==> src/rtl/loop_nest_sequencer.sv <==
// Nested-loop index sequencer: walks N index counters in odometer order up to
// per-level inclusive bounds, presenting one index tuple per valid/ready beat.
//
// state | meaning
// IDLE  | waiting for a configuration; cfg_ready high (outside reset)
// RUN   | presenting index beats; advances on m_valid && m_ready
module loop_nest_sequencer #(
    parameter int W = 8,
    parameter int N = 3
) (
    input  logic           clk,
    input  logic           rstn,
    input  logic           cfg_valid,
    output logic           cfg_ready,
    input  logic [N*W-1:0] cfg_max,
    input  logic           abort,
    output logic           m_valid,
    input  logic           m_ready,
    output logic [N*W-1:0] m_idx,
    output logic [N-1:0]   m_last,
    output logic           busy
);

    typedef enum logic {
        S_IDLE = 1'b0,
        S_RUN  = 1'b1
    } state_t;

    state_t         state_q, state_d;
    logic [N*W-1:0] bound_q, bound_d;
    logic [N*W-1:0] idx_q, idx_d;
    logic [N-1:0]   eq;
    logic [N-1:0]   carry;

    // m_last[k] is the prefix AND of per-level "at bound" flags.
    always_comb begin
        logic acc;
        acc = 1'b1;
        eq  = '0;
        m_last = '0;
        for (int k = 0; k < N; k++) begin
            eq[k]     = (idx_q[k*W +: W] == bound_q[k*W +: W]);
            acc       = acc & eq[k];
            m_last[k] = acc;
        end
    end

    // Level k advances when every lower level is at its bound.
    always_comb begin
        carry    = '0;
        carry[0] = 1'b1;
        for (int k = 1; k < N; k++) begin
            carry[k] = m_last[k-1];
        end
    end

    assign cfg_ready = (state_q == S_IDLE) && rstn;
    assign m_valid   = (state_q == S_RUN);
    assign busy      = (state_q == S_RUN);
    assign m_idx     = idx_q;

    always_comb begin
        state_d = state_q;
        bound_d = bound_q;
        idx_d   = idx_q;
        case (state_q)
            S_IDLE: begin
                if (cfg_valid && cfg_ready) begin
                    bound_d = cfg_max;
                    idx_d   = '0;
                    state_d = S_RUN;
                end
            end
            S_RUN: begin
                if (abort) begin
                    idx_d   = '0;
                    state_d = S_IDLE;
                end else if (m_ready) begin
                    if (m_last[N-1]) begin
                        idx_d   = '0;
                        state_d = S_IDLE;
                    end else begin
                        for (int k = 0; k < N; k++) begin
                            if (carry[k]) begin
                                if (eq[k]) begin
                                    idx_d[k*W +: W] = '0;
                                end else begin
                                    idx_d[k*W +: W] = idx_q[k*W +: W] + {{(W-1){1'b0}}, 1'b1};
                                end
                            end
                        end
                    end
                end
            end
            default: begin
                idx_d   = '0;
                state_d = S_IDLE;
            end
        endcase
    end

    always_ff @(posedge clk) begin
        if (!rstn) begin
            state_q <= S_IDLE;
            bound_q <= '0;
            idx_q   <= '0;
        end else begin
            state_q <= state_d;
            bound_q <= bound_d;
            idx_q   <= idx_d;
        end
    end

endmodule

==> config.mk <==
export PLATFORM = sky130hd
export DESIGN_NAME = loop_nest_sequencer
export DESIGN_NICKNAME = d
export VERILOG_FILES = /design/src/rtl/loop_nest_sequencer.sv
export SDC_FILE = /design/constraint.sdc
export NUM_CORES = 1
export LEC_CHECK = 0
export CAP_MARGIN = 10
export CORE_UTILIZATION = 52
export DETAILED_ROUTE_END_ITERATION = 16
export GPL_TIMING_DRIVEN = 0
export PLACE_DENSITY = 0.89
export SLEW_MARGIN = 20
export SYNTH_ARGS = -nofsm -noshare
export SYNTH_HDL_FRONTEND = slang
export SYNTH_SLANG_ARGS = --single-unit
export TNS_END_PERCENT = 100
==> constraint.sdc <==
create_clock -name clk -period 5.32 [get_ports clk]
set_input_delay 0.798 -clock clk [delete_from_list [all_inputs] [get_ports clk]]
set_output_delay 0.798 -clock clk [all_outputs]
set_load 0.02 [all_outputs]
# Yosys cells after proc, flatten, opt, wreduce, memory -nomap -nowiden
# Cells that the tools add are included.
[totals] register_bits=49 output_inout_bits=30 word_cells=39 in_bits=29
[classes] addsub=3 bitwise=3 n_eq_ne=7 muxes=15 n_reduce_logical=6
[op_table] op="2-to-1 mux 24 bit" count=4
[op_table] op="case mux 24 bit (2 select lines)" count=1
[op_table] op="2-to-1 mux 8 bit" count=5
[op_table] op="adder 8 x 1 -> 8 bit, second input constant" count=3
[op_table] op="== test 8 bit" count=3
[op_table] op="!= test 4 bit, second input constant" count=2
[op_table] op="AND reduction 3 bit" count=2
[op_table] op="2-to-1 mux 1 bit" count=4
[op_table] op="AND reduction 2 bit" count=2
[op_table] op="!= test 3 bit, second input constant" count=1
[op_table] op="bitwise AND 1 bit" count=2
[op_table] op="logical AND 1 bit" count=2
[op_table] op="!= test 2 x 1 -> 1 bit, second input constant" count=1
[op_table] op="case mux 1 bit (2 select lines)" count=1
[op_table] op="NOT 1 bit" count=1

# Depth between registers and ports, before layout
# Gate-level depths: netlist (run 1).
[depth] word_depth=7 ltp_mapped=8 depth_no_buf=6

# Worst setup path after synthesis (run 1)
# OpenSTA, ideal clock, no wires.
[synth_path] kind="register -> output" from="reg idx_q[2] (netlist: m_idx[2])" to="out m_last[2]" setup_slack_ns=2.870 arrival_time_ns=1.652 stages_incl_launch_ff=5 required_ns=4.522 n_path_buf=0 path_cell_list="dfxtp_1 xnor2_1 nand4_1 or2_1 nor3_1"
[synth_via] elab_chain_len=3
[synth_lines] item="start, declared" line_no="31" source="logic [N*W-1:0] idx_q, idx_d;"
[synth_lines] item="start signal, assigned" line_no="110" source="idx_q <= idx_d;"
[synth_lines] item="== test 8 bit" line_no="42" source="eq[k] = (idx_q[k*W +: W] == bound_q[k*W +: W]);"
[synth_lines] item="bitwise AND 1 bit (2 in a row)" line_no="43" source="acc = acc & eq[k];"
[synth_lines] item="end, declared" line_no="20" source="output logic [N-1:0] m_last,"
# Every way passes these cells.

# Worst setup path after layout (run 1)
[layout_path] from="reg idx_q[8] (netlist: m_idx[8])" to="out m_last[2]"
# The elaborated chain is that of the path after synthesis.

==> results.toml, run 1 <==
[outcome]
outcome = "complete, no violations"

[synth]
synth-simple-area-share_pct = 27.4
synth_cells = 277
yosysSeqAreaShare_pct = 42.1
synth-compound-area-share_pct = 10.6
synth.avg_cell_area_um2 = 8.42
synth.distinct_cells = 42
synth_top_family_by_area = "simple AND/OR/NAND/NOR gates"
synth_xor_area_share_pct = 15.0
ys_ff_latch = 49
synthAdderAreaFrac_pct = 1.61
synthFlopType = "dfxtp_1"
synth_edf_count = 0
synth_fp_nets = 309
yosysWarnings = 0
syn_area_mm2 = 0.00233
ys_async_sr_fraction_pct = 0
synth_mux_area_share_pct = 0.429

[worst_hold_path]
hold_end = "bound_q[3]"
hold_depth = 2
holdCritStartpoint = "bound_q[3]"
hold_class = "reg2reg"

[critical_path]
critPathArrivalTime_ps = 2480
endpoint_kind = "primary output"
slowest_stage = "clkdlybuf4s50_1"
critPathRequiredTime_ps = 4520
crit_chain = "xor2_1, nor4_4, nand2_1, nor3_1, clkdlybuf4s50_1"
critical_path.max_stage_delay_ps = 670
cp_top_family = "simple AND/OR/NAND/NOR gates"
reg2reg_to = "m_idx[19]"
cp_max_fo = 7
regToRegStartpoint = "m_idx[2]"
cp-start-kind = "flop"
crit_start = "m_idx[8]"
r2r_slack_ps = 3210
setup.worst_path.class = "reg2out"
ff2ff_path_depth = 7
cp.buffers_inverters = 1

[floorplanning]
die_area_mm2 = 0.00476
fp.coreArea_mm2 = 0.00414
start_util_pct = 56.3
fp.dieH_um = 69.0
ios = 59
die_w_um = 69.0
rows = 23

[cells_and_area]
fillCellCount = 322
regArea_um2 = 981
drive_gt1_share_pct = 5.54
antenna_cells = 0
stdcell_area_mm2 = 0.00306
nNetsFinal = 374
syn_to_final_growth_pct = 31.3
multi_input_area_mm2 = 0.00128

[cts]
cts_setup_buffers = 0
cts_tree = "done"
clock_path_buffers = 2
cts.clk_slew.worst_paths_ps = 90
ctsResizeCount = 0
htreeDepth = 2
cts_made_buffers = 5
clock_sink_count = 49
cts_hold_buf = 0
clockRootBuffer = "clkbuf_8"
clock_latency_ps = 310

[grt]
grt_overflow = 0
grt_pass1_wl_um = 9090
met3_usage_pct = 6.41
antenna_found_initial = 0
grt_pass1_vias = 1980
use_met1_pct = 31.6
grtUsageTotal_pct = 26.2
grtUsageMet2_pct = 44.4
grt.busiest_layer = "met2"
grt_max_degree = 16

[power_and_ir_drop]
p_per_area_mw_per_mm2 = 246
p_sw_mw = 0.216
power.total_mw = 0.755
p_leak_nw = 1.19
swShare_pct = 28.6
cellInternalPower_mw = 0.539
p_comb_share_pct = 18.1
p_clk_share_pct = 28.9
power_frac_seq_pct = 53.1
peakVddDrop_uv = 191

[route]
antenna_left = 0
vias = 2168
route.detailed.wl_per_inst_um = 14.6
drc_errors = 0
wirelength_um = 5730
drt-vias-per-instance = 5.52
drt_iter0_markers = 190
firstDrtPassIters = 4

[sta]
rsz0062_at_grt = "false"
hold_viol_final = 0
period_share_pct = 61.6
slew_viol_final = 0
skew_ps = 11.3
worst_pin_slew_ps = 510
finalCriticalPeriod_ps = 3280
fin_setup_tns_ps = 0
setup-violations-final = 0
fmax_mhz = 305
slew-limit-headroom_pct = 65.7

[job]
maxCapViolCount = 0

[placement]
routabilityCongestion = 0.870
io_buffers = 58
dpl_cell_area_mm2 = 0.00298
hpwl_um = 4330
## cell families after synthesis
logic type / Yosys count
adder cells (fa/ha/maj): 3
AND/OR/NAND/NOR: 127
buffers and inverters: 15
XOR/XNOR: 40
AO/OA/AOI/OAI: 42
flip-flops: 49
multiplexers: 1
## power groups by stage
stage	logic, mW	clock network [mW]	registers [mW]
6_report	0.136	0.218	0.400
2_1_floorplan	0.0782	0	0.408
3_3_place_gp	0.131	0	0.408
3_5_place_dp	0.135	0	0.408
4_1_cts	0.136	0.219	0.400
5_1_grt	0.148	0.234	0.402
## synth_stat cells, drive strengths merged, types with 4 or more instances
library cell | number | area, µm²
a21oi | 6 | 30.0
and3 | 6 | 37.5
buf | 4 | 27.5
clkbuf | 9 | 33.8
dfxtp | 49 | 981
nand2 | 63 | 236
nand3 | 8 | 40.0
nand4 | 8 | 50.1
nor2 | 19 | 71.3
nor4 | 4 | 55.1
o21ai | 27 | 139
or2 | 4 | 25.0
xnor2 | 8 | 70.1
xor2 | 32 | 280
## area by class of cell
| cell class | count | area share (%) |
|---|---|---|
| repair buffers | 58 | 19.0 |
| plain buffers | 13 | 2.00 |
| multi-input cells | 213 | 41.9 |
| inverters | 2 | 0.245 |
| flip-flops and latches | 49 | 32.0 |
| clock buffers | 5 | 2.25 |
| well taps | 50 | 2.04 |
| clock inverters | 3 | 0.572 |
## layer usage
layer	up-vias	routed length (µm)
li1	1066	-
met1	1014	2510
met2	78	2760
met3	10	356
met4	0	97
met5	-	0
## flip-flops by register name, indices dropped and copies added, names as in the netlist
signal,count
bound_q,24
busy,1
m_idx,24
## worst max path at each step
| stage | end | slack, ps | depth (start not counted) |
|---|---|---|---|
| 6_report | m_last[2] | 2040 | 5 |
| 5_1_grt | m_last[2] | 1950 | 5 |
| 4_1_cts | m_last[2] | 2070 | 5 |
| 3_5_place_dp | m_idx[15] | 2400 | 9 |
| 3_3_place_gp | cfg_ready | 2440 | 3 |
| 2_1_floorplan | m_last[2] | 2870 | 4 |
## layout by cell type, fill, tap and decap left out, drive strengths merged, types with 2 or more instances in the layout
master / count
dfxtp: 49
o21ai: 27
xor2: 32
nand2: 63
nand3: 8
buf: 4
clkdlybuf4s50: 58
a41oi: 2
xnor2: 8
and3: 6
nor2b: 2
or4b: 3
a21oi: 6
nor3: 2
clkbuf: 14
or2: 4
nor2: 19
inv: 2
ha: 3
clkinv: 2
and2: 3
nand4: 8
nor4: 4
## per-stage QoR
step | hold slack [ps] | cells | setup slack, ps | utilization, %
after floorplan | 448 | 277 | 2870 | -
after global placement | 458 | 385 | 2440 | 71.8
after detailed placement | 465 | 385 | 2400 | 71.8
after CTS | 478 | 393 | 2070 | 73.9
after global routing | 487 | 393 | 1950 | 73.9
final | 474 | 393 | 2040 | 73.9
## tightest hold or removal path: stages (launching register included)
cell     delay [ps]
dfxtp_1         330
nand2_1          50
o21ai_0          60
Power figures use the tool's default switching activity.
==> run 2, diff against run 1 <==
--- a/config.mk
+++ b/config.mk
@@ -6,10 +6,10 @@
 export NUM_CORES = 1
 export LEC_CHECK = 0
 export CAP_MARGIN = 10
-export CORE_UTILIZATION = 52
+export CORE_UTILIZATION = 44
 export DETAILED_ROUTE_END_ITERATION = 16
 export GPL_TIMING_DRIVEN = 0
-export PLACE_DENSITY = 0.89
+export PLACE_DENSITY = 0.81
 export SLEW_MARGIN = 20
 export SYNTH_ARGS = -nofsm -noshare
 export SYNTH_HDL_FRONTEND = slang
==> constraint.sdc (replaced) <==
create_clock -name clk -period 2.97 [get_ports clk]
set_input_delay 0.4455 -clock clk [delete_from_list [all_inputs] [get_ports clk]]
set_output_delay 0.4455 -clock clk [all_outputs]
set_load 0.02 [all_outputs]
==> run 2 against run 1 <==
Against the previous run:
- clock skew down 5.0 ps
- worst hold slack worse by 3.3 ps
- critical path depth unchanged
- highest routed layer unchanged
- critical path type unchanged
- core utilization down 13 points
- combinational power up 81%
- routed wire length down 3.6%
- largest power group unchanged
==> results.toml, run 2 (same netlist as run 1, synthesis figures left out) <==
[grt]
grtUsageTotal_pct = 21.8
grt_overflow = 0
grt_max_degree = 14
grt_pass1_vias = 1991
antenna_found_initial = 0
grt_pass1_wl_um = 9200

[cells_and_area]
nNetsFinal = 374
stdcell_area_mm2 = 0.00309
final_cell_mix = "nand2_1, clkdlybuf4s50_1, dfxtp_1"
antenna_cells = 0
final_common_cell = "nand2_1"
drive_gt1_share_pct = 5.26
finalNonFillerCells = 412
syn_to_final_growth_pct = 32.6

[sta]
slew-limit-headroom_pct = 67.4
skew_ps = 6.30
setup-violations-final = 0
holdWs_ps = 470
fin_setup_tns_ps = 0
period_share_pct = 96.1
fmax_mhz = 350
hold_viol_final = 0
finalCriticalPeriod_ps = 2850
worst_pin_slew_ps = 486
rsz0062_at_grt = "false"
slew_viol_final = 0

[floorplanning]
die_w_um = 74.8
fp.dieH_um = 74.8
die_area_mm2 = 0.00560
start_util_pct = 45.7
fp.coreArea_mm2 = 0.00511
ios = 59
rows = 26

[route]
drc_errors = 0
drt_iter0_markers = 103
firstDrtPassIters = 4
drt-vias-per-instance = 5.13
route.detailed.wl_per_inst_um = 13.4
wirelength_um = 5530
antenna_left = 0
vias = 2113

[job]
maxCapViolCount = 0

[placement]
io_buffers = 58
routabilityCongestion = 0.762
dp.cells = 405
hpwl_um = 4110
dpl_cell_area_mm2 = 0.00300

[cts]
clock_sink_count = 49
clockRootBuffer = "clkbuf_8"
cts_tree = "done"
cts_hold_buf = 0
cts.clk_slew.worst_paths_ps = 80
htreeDepth = 2
cts_made_buffers = 5
clock_latency_ps = 300
ctsResizeCount = 0
cts_setup_buffers = 0
clock_path_buffers = 2

[power_and_ir_drop]
p_leak_nw = 1.19
peakVddDrop_uv = 239
p_per_area_mw_per_mm2 = 439

[critical_path]
endpoint_kind = "primary output"
critPathArrivalTime_ps = 2410
cp-start-kind = "flop"
critPathRequiredTime_ps = 2520
setup.worst_path.class = "reg2out"
cp_max_fo = 7

[outcome]
outcome = "complete, no violations"

[worst_hold_path]
hold_class = "reg2reg"
[run 2: routing by layer]
| metal | vias to the layer above | track usage, % | share of wire [%] |
|---|---|---|---|
| met3 | 13 | 4.82 | 5.3 |
| li1 | 1064 | - | - |
| met5 | - | 0 | 0 |
| met1 | 966 | 27.7 | 45 |
| met4 | 0 | 8.18 | 2.4 |
| met2 | 70 | 36.2 | 47 |
[run 2: final timing paths]
| check | startpoint | end | slack [ps] | cells past startpoint |
|---|---|---|---|---|
| worst min-delay path | bound_q[9] | bound_q[9] | 470 | 2 |
| worst max register to register | m_idx[8] | m_idx[23] | 860 | 6 |
| worst max-delay path | m_idx[2] | m_last[2] | 120 | 5 |
| worst min register to register | bound_q[9] | bound_q[9] | 470 | 2 |
[run 2: layout make-up]
type | count | area [µm²]
Sequential cell | 49 | 981
Clock buffer | 7 | 86.3
Multi-Input combinational cell | 213 | 1290
Tap cell | 70 | 87.6
Fill cell | 460 | 2020
Buffer | 13 | 61.3
Timing Repair Buffer | 58 | 581
Inverter | 2 | 7.51
[run 2: stage by stage]
| stage | setup WS (ps) | util (%) | power [mW] |
|---|---|---|---|
| after global routing | 14.6 | 60.5 | 1.42 |
| after global placement | 347 | 58.7 | 0.966 |
| final | 116 | 60.5 | 1.36 |
| after detailed placement | 354 | 58.7 | 0.972 |
| after CTS | 10.7 | 60.4 | 1.36 |
| after floorplan | 873 | - | 0.871 |
[run 2: worst max-delay path, cell delays in order (launching register included)]
cell	delay [ps]
dfxtp_1	500
xnor2_1	170
nand4_1	170
or2_1	340
nor3_2	280
clkdlybuf4s50_1	650
[run 2: where the power goes]
| part | switching, mW | leakage, nW | internal [mW] |
|---|---|---|---|
| Clock | 0.211 | 0.0443 | 0.185 |
| Sequential | 0.0276 | 0.400 | 0.688 |
| Combinational | 0.131 | 0.746 | 0.115 |
==> run 3, diff against run 2 <==
--- a/config.mk
+++ b/config.mk
@@ -6,10 +6,12 @@
 export NUM_CORES = 1
 export LEC_CHECK = 0
 export CAP_MARGIN = 10
-export CORE_UTILIZATION = 44
+export CORE_UTILIZATION = 46
+export CTS_BUF_LIST = sky130_fd_sc_hd__clkbuf_4 sky130_fd_sc_hd__clkbuf_8
 export DETAILED_ROUTE_END_ITERATION = 16
+export GPL_ROUTABILITY_DRIVEN = 0
 export GPL_TIMING_DRIVEN = 0
-export PLACE_DENSITY = 0.81
+export PLACE_DENSITY = 0.84
 export SLEW_MARGIN = 20
 export SYNTH_ARGS = -nofsm -noshare
 export SYNTH_HDL_FRONTEND = slang
==> run 3 against run 2 <==
Against the previous run:
- worst hold slack improved by 1.7 ps
- sequential power barely moved
- clock power rose by 2%
- non-clock buffer count did not move
- die area fell by 4.2%
- clock skew fell by 2.1 ps
- setup slack improved by 6.2 ps
- critical path depth did not move
- critical endpoint unchanged
==> results.toml, run 3 (same netlist as run 1, synthesis figures left out) <==
[outcome]
outcome = "complete, no violations"

[critical_path]
critPathArrivalTime_ps = 2400
setup.worst_path.class = "reg2out"
regToRegStartpoint = "m_idx[2]"
critPathRequiredTime_ps = 2520
endpoint_kind = "primary output"
ff2ff_path_depth = 7
crit_start = "m_idx[8]"
cp_max_fo = 7
cp-start-kind = "flop"

[sta]
fmax_mhz = 351
hold_viol_final = 0
setup-violations-final = 0
rsz0062_at_grt = "false"
slew-limit-headroom_pct = 64.6
slew_viol_final = 0
fin_setup_tns_ps = 0
period_share_pct = 95.9
skew_ps = 4.17
finalCriticalPeriod_ps = 2850
worst_pin_slew_ps = 530

[route]
drc_errors = 0
wirelength_um = 5550
route.detailed.wl_per_inst_um = 13.5
antenna_left = 0
firstDrtPassIters = 4
drt_iter0_markers = 116
drt-vias-per-instance = 5.06
vias = 2075

[power_and_ir_drop]
peakVddDrop_uv = 207
power.total_mw = 1.37
p_leak_nw = 1.19
p_per_area_mw_per_mm2 = 441

[cells_and_area]
nNetsFinal = 374
stdcell_area_mm2 = 0.00309
fillCellCount = 395
final_cell_mix = "nand2_1, clkdlybuf4s50_1, dfxtp_1"
finalNonFillerCells = 410
drive_gt1_share_pct = 5.83
syn_to_final_growth_pct = 32.6
antenna_cells = 0
final_common_cell = "nand2_1"

[cts]
cts_hold_buf = 0
clock_latency_ps = 300
cts_tree = "done"
htreeDepth = 2
cts_made_buffers = 5
cts.clk_slew.worst_paths_ps = 90
clockRootBuffer = "clkbuf_8"
clock_sink_count = 49
clock_path_buffers = 2

[placement]
io_buffers = 58
dp.cells = 402
dpl_cell_area_mm2 = 0.00300
hpwl_um = 4210

[floorplanning]
fp.coreArea_mm2 = 0.00479
die_area_mm2 = 0.00536
rows = 25
fp.dieH_um = 73.2
start_util_pct = 48.7
ios = 59
die_w_um = 73.2

[grt]
antenna_found_initial = 0
grt_overflow = 0
grt_pass1_vias = 2019
grtUsageTotal_pct = 23.1
grt_max_degree = 15
grt_pass1_wl_um = 9420

[worst_hold_path]
hold_depth = 2
hold_class = "reg2reg"
holdCritStartpoint = "bound_q[15]"

[job]
maxCapViolCount = 0
run 3: changes by cell type in the layout (fill, tap and decap cells not counted), sizes merged:
cell,delta
clkinvlp,+1
run 3: path summary, 6_finish.rpt:
path	end	slack [ps]
max	m_last[2]	120
min	bound_q[15]	470
max reg2reg	m_idx[21]	890
min reg2reg	bound_q[15]	470
run 3: layout make-up:
type / instances / area (µm²) / share of cell area (%)
multi-input cells: 213 / 1290 / 41.6
inverters: 2 / 7.51 / 0.243
plain buffers: 13 / 61.3 / 1.98
repair buffers: 58 / 581 / 18.8
clock inverters: 1 / 7.51 / 0.243
clock buffers: 7 / 83.8 / 2.71
flip-flops and latches: 49 / 981 / 31.7
well taps: 67 / 83.8 / 2.71
run 3: report_power, final:
group / switching [mW] / internal [mW] / total (mW)
sequential: 0.0286 / 0.688 / 0.716
combinational: 0.132 / 0.115 / 0.247
clock: 0.217 / 0.185 / 0.402
total: 0.378 / 0.988 / 1.37
run 3: layer usage:
metal	up-vias	part of all wire, %	track usage [%]
li1	1065	-	-
met1	947	46	30.0
met2	57	48	38.3
met3	6	4.8	4.42
met4	0	0.99	8.06
met5	-	0	0
run 3: metrics by stage:
step                hold WS [ps]  setup slack, ps  utilization, %
floorplan                    448              873               -
global placement             456              429            62.6
detailed placement           464              398            62.6
CTS                          475             44.7            64.5
global route                 495             33.3            64.6
finish                       472              122            64.6
run 3: timing repair:
item,4_1_cts,5_1_grt
setup endpoints to repair,0,1
setup buffers,0,0
gates resized for setup,0,1
run 3: critical path, cell delays in order, from the launching register on:
cell             delay [ps]
dfxtp_1                 500
xor2_1                  160
nor4_4                  340
nand2_1                 190
nor3_2                  260
clkdlybuf4s50_1         640
